--- src/rtl/tmds_pkg.sv ---
// Shared constants, state encoding and helpers for the TMDS lane packer.
package tmds_pkg;

    localparam int LANE_W       = 40;
    localparam int SYM_W        = 10;
    localparam int SYM_PER_LANE = 4;
    localparam int NUM_LANES    = 4;
    localparam int CLOCK_LANE   = 3;
    localparam int DATA_W       = 120;
    localparam int WORD_W       = LANE_W * NUM_LANES;

    localparam logic [SYM_W-1:0] DEF_CTRL_SYMBOL  = 10'b1101010100;
    localparam logic [SYM_W-1:0] DEF_CLOCK_SYMBOL = 10'b0000011111;

    typedef enum logic {
        ST_FILL,
        ST_RUN
    } state_t;

    // Replicate one symbol across all symbol slots of a lane.
    function automatic logic [LANE_W-1:0] rep_symbol(input logic [SYM_W-1:0] sym);
        return {SYM_PER_LANE{sym}};
    endfunction

endpackage

--- src/rtl/tmds_word_fifo.sv ---
// Synchronous beat FIFO with show-ahead head, push/pop and occupancy output.
// Push when full and pop when empty are ignored.
module tmds_word_fifo #(
    parameter int DEPTH = 16,
    parameter int W     = 120,
    parameter int LW    = $clog2(DEPTH) + 1
) (
    input  logic          clock,
    input  logic          reset,
    input  logic          push,
    input  logic [W-1:0]  push_data,
    input  logic          pop,
    output logic [W-1:0]  head,
    output logic [LW-1:0] level
);

    localparam int PW = $clog2(DEPTH);

    logic [W-1:0]  mem [DEPTH];
    logic [PW-1:0] wr_ptr;
    logic [PW-1:0] rd_ptr;
    logic          do_push;
    logic          do_pop;

    assign do_push = push && (level < LW'(DEPTH));
    assign do_pop  = pop && (level != '0);
    assign head    = mem[rd_ptr];

    // Storage write; contents need no reset since level gates every read.
    always_ff @(posedge clock) begin
        if (do_push) begin
            mem[wr_ptr] <= push_data;
        end
    end

    // Pointer and occupancy tracking; pointers wrap naturally at DEPTH.
    always_ff @(posedge clock or posedge reset) begin
        if (reset) begin
            wr_ptr <= '0;
            rd_ptr <= '0;
            level  <= '0;
        end else begin
            if (do_push) begin
                wr_ptr <= wr_ptr + 1'b1;
            end
            if (do_pop) begin
                rd_ptr <= rd_ptr + 1'b1;
            end
            case ({do_push, do_pop})
                2'b10:   level <= level + 1'b1;
                2'b01:   level <= level - 1'b1;
                default: level <= level;
            endcase
        end
    end

endmodule

--- src/rtl/tmds_lane_packer.sv ---
// Packs buffered TMDS symbol beats into the 160-bit transceiver word:
// lanes 0-2 carry TMDS ch0-2, lane 3 carries the constant clock pattern.
// Underflow in RUN emits a control word and drops back to FILL.
// Optional macro TMDS_LANE_INVERT_EN adds per-lane output inversion.
module tmds_lane_packer
    import tmds_pkg::*;
#(
    parameter int               FIFO_DEPTH   = 16,
    parameter int               START_LEVEL  = 8,
    parameter logic [SYM_W-1:0] CTRL_SYMBOL  = DEF_CTRL_SYMBOL,
    parameter logic [SYM_W-1:0] CLOCK_SYMBOL = DEF_CLOCK_SYMBOL
) (
    input  logic                          clock,
    input  logic                          reset,
    input  logic                          in_valid,
    output logic                          in_ready,
    input  logic [DATA_W-1:0]             in_data,
`ifdef TMDS_LANE_INVERT_EN
    input  logic [NUM_LANES-1:0]          lane_invert,
`endif
    output logic [WORD_W-1:0]             tx_data,
    output logic                          streaming,
    output logic [15:0]                   underflow_count,
    output logic [$clog2(FIFO_DEPTH):0]   fifo_level
);

    localparam int LW = $clog2(FIFO_DEPTH) + 1;

    localparam logic [LANE_W-1:0] CTRL_LANE  = rep_symbol(CTRL_SYMBOL);
    localparam logic [LANE_W-1:0] CLOCK_WORD = rep_symbol(CLOCK_SYMBOL);
    localparam logic [DATA_W-1:0] CTRL_DATA  = {3{CTRL_LANE}};
    localparam logic [WORD_W-1:0] IDLE_WORD  = {CLOCK_WORD, CTRL_DATA};

    state_t              state;
    state_t              state_next;
    logic                push;
    logic                pop;
    logic                fifo_empty;
    logic                underflow_evt;
    logic [DATA_W-1:0]   head;
    logic [DATA_W-1:0]   data_next;
    logic [WORD_W-1:0]   word_next;

    assign in_ready   = (fifo_level < LW'(FIFO_DEPTH));
    assign push       = in_valid && in_ready;
    assign fifo_empty = (fifo_level == '0);

    tmds_word_fifo #(
        .DEPTH (FIFO_DEPTH),
        .W     (DATA_W),
        .LW    (LW)
    ) u_fifo (
        .clock     (clock),
        .reset     (reset),
        .push      (push),
        .push_data (in_data),
        .pop       (pop),
        .head      (head),
        .level     (fifo_level)
    );

    // State register.
    always_ff @(posedge clock or posedge reset) begin
        if (reset) begin
            state <= ST_FILL;
        end else begin
            state <= state_next;
        end
    end

    // Next state: fill to threshold, stream until the FIFO runs dry.
    always_comb begin
        state_next = state;
        case (state)
            ST_FILL: if (fifo_level >= LW'(START_LEVEL)) state_next = ST_RUN;
            ST_RUN:  if (fifo_empty) state_next = ST_FILL;
            default: state_next = ST_FILL;
        endcase
    end

    // Outputs: pop decision, underflow event and the next transmit word.
    always_comb begin
        pop           = (state == ST_RUN) && !fifo_empty;
        underflow_evt = (state == ST_RUN) && fifo_empty;
        streaming     = (state == ST_RUN);
        data_next     = pop ? head : CTRL_DATA;
        word_next     = {{LANE_W{1'b0}}, data_next};
        word_next[CLOCK_LANE*LANE_W +: LANE_W] = CLOCK_WORD;
`ifdef TMDS_LANE_INVERT_EN
        for (int unsigned l = 0; l < NUM_LANES; l++) begin
            word_next[l*LANE_W +: LANE_W] = word_next[l*LANE_W +: LANE_W] ^ {LANE_W{lane_invert[l]}};
        end
`endif
    end

    // Output register; reset forces the idle word immediately.
    always_ff @(posedge clock or posedge reset) begin
        if (reset) begin
            tx_data <= IDLE_WORD;
        end else begin
            tx_data <= word_next;
        end
    end

    // Saturating count of RUN->FILL underflow events.
    always_ff @(posedge clock or posedge reset) begin
        if (reset) begin
            underflow_count <= '0;
        end else if (underflow_evt && (underflow_count != '1)) begin
            underflow_count <= underflow_count + 16'd1;
        end
    end

endmodule

--- config.mk ---
export PLATFORM = sky130hd
export DESIGN_NAME = tmds_lane_packer
export DESIGN_NICKNAME = d
export VERILOG_FILES = /design/src/rtl/tmds_pkg.sv /design/src/rtl/tmds_word_fifo.sv /design/src/rtl/tmds_lane_packer.sv
export SDC_FILE = /design/constraint.sdc
export NUM_CORES = 2
export LEC_CHECK = 0
export CAP_MARGIN = 5
export CORE_MARGIN = 2
export CORE_UTILIZATION = 50
export CTS_BUF_LIST = sky130_fd_sc_hd__clkbuf_16
export DETAILED_ROUTE_END_ITERATION = 7
export PLACE_DENSITY = 0.64
export RECOVER_POWER = 50
export SLEW_MARGIN = 15
export SYNTH_ARGS = -nofsm -noshare
export SYNTH_HDL_FRONTEND = slang
export SYNTH_SLANG_ARGS = --single-unit
export TNS_END_PERCENT = 50
--- constraint.sdc ---
create_clock -name clock -period 13.5 [get_ports clock]
set_clock_uncertainty 0.05 [all_clocks]
set_input_delay 2.7 -clock clock [delete_from_list [all_inputs] [get_ports clock]]
set_output_delay 2.7 -clock clock [all_outputs]
set_load 0.02 [all_outputs]
== Yosys cells after proc, flatten, opt, wreduce, memory -nomap -nowiden ==
Memories as Yosys holds them, arrays and structs flattened.
Cells that the tools add are included.
W data, S select, Z words.
Word-level totals
  flip-flop bits (word level): 150
  output and inout port bits: 183
  memories kept: 1
  RAM bits: 1920
  logic and storage cells: 35
Memories
  u_fifo.mem: depth 16, width 120, read ports 1, clocked after Yosys merged registers in 0, write ports 1, line tmds_word_fifo.sv:19  | logic [W-1:0] mem [DEPTH];
Cells by class
  bitwise operators: 1
  add/sub/neg operators: 5
  multiplexer cells: 7
  eq/ne operators: 3
  $lt $le $gt $ge: 2
  reduce and logical (&&, ||, !) cells: 10
Operators by type and width (count)
  $mux W120: 1
  $add A16 B1 Y16 const B: 1
  $ne A16 B16 Y1 const B: 1
  $pmux W5 S2: 1
  $add A4 B1 Y4 const B: 2
  $logic_and A1 B1 Y1: 6
  $add A5 B1 Y5 const B: 1
  $ge A5 B4 Y1 const B: 1
  $logic_not A5 Y1: 1
  $lt A5 B5 Y1 const B: 1
  $reduce_bool A5 Y1: 1
  $sub A5 B1 Y5 const B: 1
  $mux W1: 4
  $eq A2 B1 Y1 const B: 1
  $eq A2 B2 Y1 const B: 1
  $pmux W1 S2: 1
  $reduce_bool A2 Y1: 1
  $logic_not A1 Y1: 1
  $not A1 Y1: 1

== Longest topological paths before layout ==
  word-level depth: 6
  mapped depth: 12
  depth with buffers taken out: 10

== Modules after synthesis ==
A second synthesis with hierarchy kept.
Second synthesis, totals
  cell total of the unflattened synthesis: 4034
  area, all modules: 79203.5 µm²
By module, submodules not included
  tmds_word_fifo: area each 74112.3 µm², sequential area each 57980.6 µm², times used 1, cells an instance 3652
  tmds_lane_packer: area each 5091.1 µm², sequential area each 3503.4 µm², times used 1, cells an instance 382

== Worst setup path before layout ==
No wires, ideal clock.
  kind: input port to flip-flop
  start point: in in_valid
  end point: mem u_fifo.mem[3][0], enable pin
  path buffers: 1
  arrival time: 11367 ps
  cell stages on the path: 4
  library setup time: 746 ps
  slack: 1338 ps
  cells stage by stage: nor2b_1 > clkbuf_1 > nand2_1 > nor3_1
On the way
  longest elaborated chain between the ends: 4
Ends and longest elaborated chain
  start, declared: line tmds_lane_packer.sv:15  | input logic in_valid,
  $logic_and A1 B1 Y1: line tmds_lane_packer.sv:45  | assign push = in_valid && in_ready;
  $logic_and A1 B1 Y1: line tmds_word_fifo.sv:25  | assign do_push = push && (level < LW'(DEPTH));
  $mux W1: line tmds_word_fifo.sv:31  | if (do_push) begin
  $mux W1 (not written as such): line tmds_word_fifo.sv:32  | mem[wr_ptr] <= push_data;
  end, declared: line tmds_word_fifo.sv:19
No other way between the ends.

== Worst setup path after layout ==
  start point: reg u_fifo.level[2]
  end point: reg tx_data[117]
On the way
  longest elaborated chain between the ends: 4
Ends and longest elaborated chain
  start, declared: line tmds_word_fifo.sv:14  | output logic [LW-1:0] level
  start signal, assigned: line tmds_word_fifo.sv:50  | 2'b10: level <= level + 1'b1;
  start signal, assigned: line tmds_word_fifo.sv:51  | 2'b01: level <= level - 1'b1;
  start signal, assigned: line tmds_word_fifo.sv:52  | default: level <= level;
  $logic_not A5 Y1: line tmds_lane_packer.sv:46  | assign fifo_empty = (fifo_level == '0);
  $logic_not A1 Y1: line tmds_lane_packer.sv:83  | pop = (state == ST_RUN) && !fifo_empty;
  $logic_and A1 B1 Y1: line tmds_lane_packer.sv:83
  $mux W120: line tmds_lane_packer.sv:86  | data_next = pop ? head : CTRL_DATA;
  named net data_next[117]: line tmds_lane_packer.sv:41  | logic [DATA_W-1:0] data_next;
  end signal, assigned: line tmds_lane_packer.sv:101  | tx_data <= word_next;
  end, declared: line tmds_lane_packer.sv:21  | output logic [WORD_W-1:0] tx_data,
The timed path passes the listed nets, and every way through them passes these cells.
A chain may end at the register's enable or synchronous reset.

==> metrics.md <==
| Metric | Value |
|---|---|
| Post-CTS Hold Buffers | 0 |
| Register area share after synthesis | 0.795 |
| Most common cell after layout, fill and taps aside | edfxtp_1 |
| Gate power share | 0.272 |
| Fmax | 124 MHz |
| Worst path arrival time | 8390 ps |
| Core area | 154000 um2 |
| Reg2reg end | tx_data[117] |
| Final min period | 8030 ps |
| Cell Area, Placed | 82300 um2 |
| Hold Path Class | flop to flop |
| Post-synth EDFFs | 1920 |
| Fin cells | 5984 |
| R2R Path Start | u_fifo.level[2] |
| Peak VDD IR | 174 uV |
| IO Count | 306 |
| Worst Path Required | 13850 ps |
| Post-detail-place hpwl | 86500 um |
| Synth unique cells | 41 |
| Yosys top cell area share | 0.746 |
| Routed length per instance | 27.9 um |
| Psw | 5.42 mW |
| RSZ-0062 raised after global routing | no |
| Clk sink count | 2070 |
| PostCTS Resize Cnt | 0 |
| Yosys top cell by area | edfxtp_1 |
| Clock share of power | 0.289 |
| Worst-path clk slew | 60 ps |
| Sequential cell fraction of total power | 0.439 |
| Row cnt | 144 |
| Routed WL | 167000 um |
| Die Ht | 397 um |
| Slew Limit Headroom | -3.18 |
| Die X | 397 um |
| Max FO, Critical Path | 60 |
| Initial antenna violation count | 28 |
| Final RePlAce weighted congestion | 0.716 |
| Final Max Slew Viols | 306 |
| Hold Path Depth | 1 |
| Share of layout cells above drive strength 1 | 0.214 |
| Failing checks | capacitance limit, slew limit |
| CTS Root Cell | clkbuf_16 |
| Final Cycle Share | 0.595 |
| Synthesis-to-finish area growth | 14.5% |
| R2R setup slack | 5470 ps |
| YS warnings | 0 |
| Final Power | 18.3 mW |
| Setup CP Type | flop to flop |
| Final design area excluding fillers | 88500 um2 |
| Postcts setup bufs | 0 |
| Routed Antenna Nets | 0 |
| Port bufs | 265 |
| Setup ws final | 5470 ps |
| Clock Tree Buf Depth | 3 |
| Die ar. | 158000 um2 |
| Crit end category | flop |
| TritonRoute pass-1 iters | 5 |
| Sw frac | 0.297 |
| Initial Utilization | 0.503 |
| Internal power | 12.8 mW |
| Most frequent cells in the layout | edfxtp_1, mux4_2, mux2i_1 |
| Top post-synthesis cells by area | edfxtp_1, mux4_2, mux2i_1, dfrtp_1, dfstp_2 |
| Startpoint types | flop |
| Clock Latency Late Sink | 800 ps |
| Initial DRC count | 3262 |
| Outcome | finished with violations |
| Syn_area_per_cell | 22.7 um2 |
| Placed insts | 5600 |
| Hold Crit Start | underflow_count[6] |
| Via count | 35200 |
| Drt drc | 0 |
| Crit. Startpoint | u_fifo.level[2] |
| Cells after synthesis | 3406 |
| Top FF cell, synth | edfxtp_1 |
| FF-to-FF path depth | 6 |
| Pwr Density | 206 nW/um2 |
| CTS tree | done |
| Post-DR vias/cell | 5.89 |
| Largest net degree at the start of global routing | 147 |
| Cts bufs inserted | 201 |
| Setup_tns | 0 ps |
| Seq cells post-synth | 2070 |
| First-pass GRT wire length | 246000 um |
| Final Hold Fails | 0 |
| H-tree depth | 4 |
| Worst slew pin tran | 6230 ps |
| Worst Hold End | underflow_count[6] |
| Tot GR Track Use | 0.213 |
| Number of global-route vias before repair | 36400 |
| Pre-CTS setup slack | 6510 ps |
| Setup violators final | 0 |
| Total grt overflow | 0 |
| Ys async rst share | 0.0725 |
| Fin nets | 3891 |
| Leak | 28.9 nW |
| Cell area after synthesis | 77300 um2 |
| Max cap viols | 6 |
==> per-layer routing <==
metal | track usage | up-vias | share of wire
li1 | - | 15000 | -
met1 | 0.303 | 18900 | 0.42
met2 | 0.344 | 1103 | 0.49
met3 | 0.0423 | 250 | 0.066
met4 | 0.0540 | 20 | 0.020
met5 | 0 | - | 0.00071
==> kinds of logic (layout without fill, tap and decap cells) <==
logic type / Yosys count / after routing / share of synthesized area
flip-flops: 2070 / 2070 / 0.795
XOR/XNOR: 23 / 23 / 0.00261
AO/OA/AOI/OAI: 259 / 259 / 0.0229
multiplexers: 665 / 665 / 0.154
buffers and inverters: 228 / 713 / 0.0149
other: 2 / 51 / 0.0000971
AND/OR/NAND/NOR: 150 / 150 / 0.00901
adder cells (fa/ha/maj): 9 / 9 / 0.00146
==> per-stage QoR <==
step                      utilization  hold WS [ps]
after floorplan                     -           496
after global placement          0.535           459
after detailed placement        0.535           469
after CTS                       0.575           487
after global routing            0.575           529
final                           0.575           493
==> worst max-delay path by stage <==
| stage | endpoint | slack (ps) | cells after the start |
|---|---|---|---|
| finish | tx_data[117] | 5470 | 6 |
| global route | u_fifo.rd_ptr[3] | 4900 | 2 |
| CTS | u_fifo.mem[1][81] | 7380 | 6 |
| detailed placement | u_fifo.mem[1][37] | 6510 | 6 |
| global placement | u_fifo.mem[1][41] | 6520 | 6 |
| floorplan | u_fifo.mem[3][0] | 1340 | 4 |
==> cells in the mapped netlist, types with 43 or more instances <==
cell,n
a211oi_1,60
a22oi_1,61
buf_2,110
buf_4,43
clkbuf_1,57
dfrtp_1,90
dfstp_2,60
edfxtp_1,1920
mux2i_1,243
mux4_2,418
nand2_1,79
o22ai_1,121
==> final cells by class <==
| type | instances | area (um2) |
|---|---|---|
| Antenna cell | 11 | 27.5 |
| Clock buffer | 203 | 5080 |
| Clock inverter | 170 | 1150 |
| Fill cell | 11200 | 65400 |
| Inverter | 6 | 23.8 |
| Multi-Input combinational cell | 1146 | 15000 |
| Sequential cell | 2070 | 61500 |
| Tap cell | 2044 | 2560 |
| Timing Repair Buffer | 334 | 3220 |
==> power by group through the flow <==
stage          clock (mW)  sequential (mW)  combinational [mW]
6_report             5.28             8.02                4.97
2_1_floorplan           0             8.27                3.21
3_5_place_dp            0             8.15                5.05
3_3_place_gp            0             8.15                5.04
4_1_cts              5.39             8.03                5.07
5_1_grt              5.64             8.07                5.33
==> sequential cells by signal, indices dropped and copies added (netlist names) <==
signal and flops:
u_fifo.rd_ptr 4, u_fifo.wr_ptr 4, u_fifo.mem 1920, tx_data 120
streaming 1, u_fifo.level 5, underflow_count 16
==> worst max-delay path, cell delays in order (launching register included) <==
cell and delay [ps]:
dfrtp_1 460, or3_1 460, o31ai_4 170, clkbuf_1 1890
inv_1 830, nand2_1 2730, o22ai_1 1000
No activity file was read; power rests on OpenSTA's default activity.
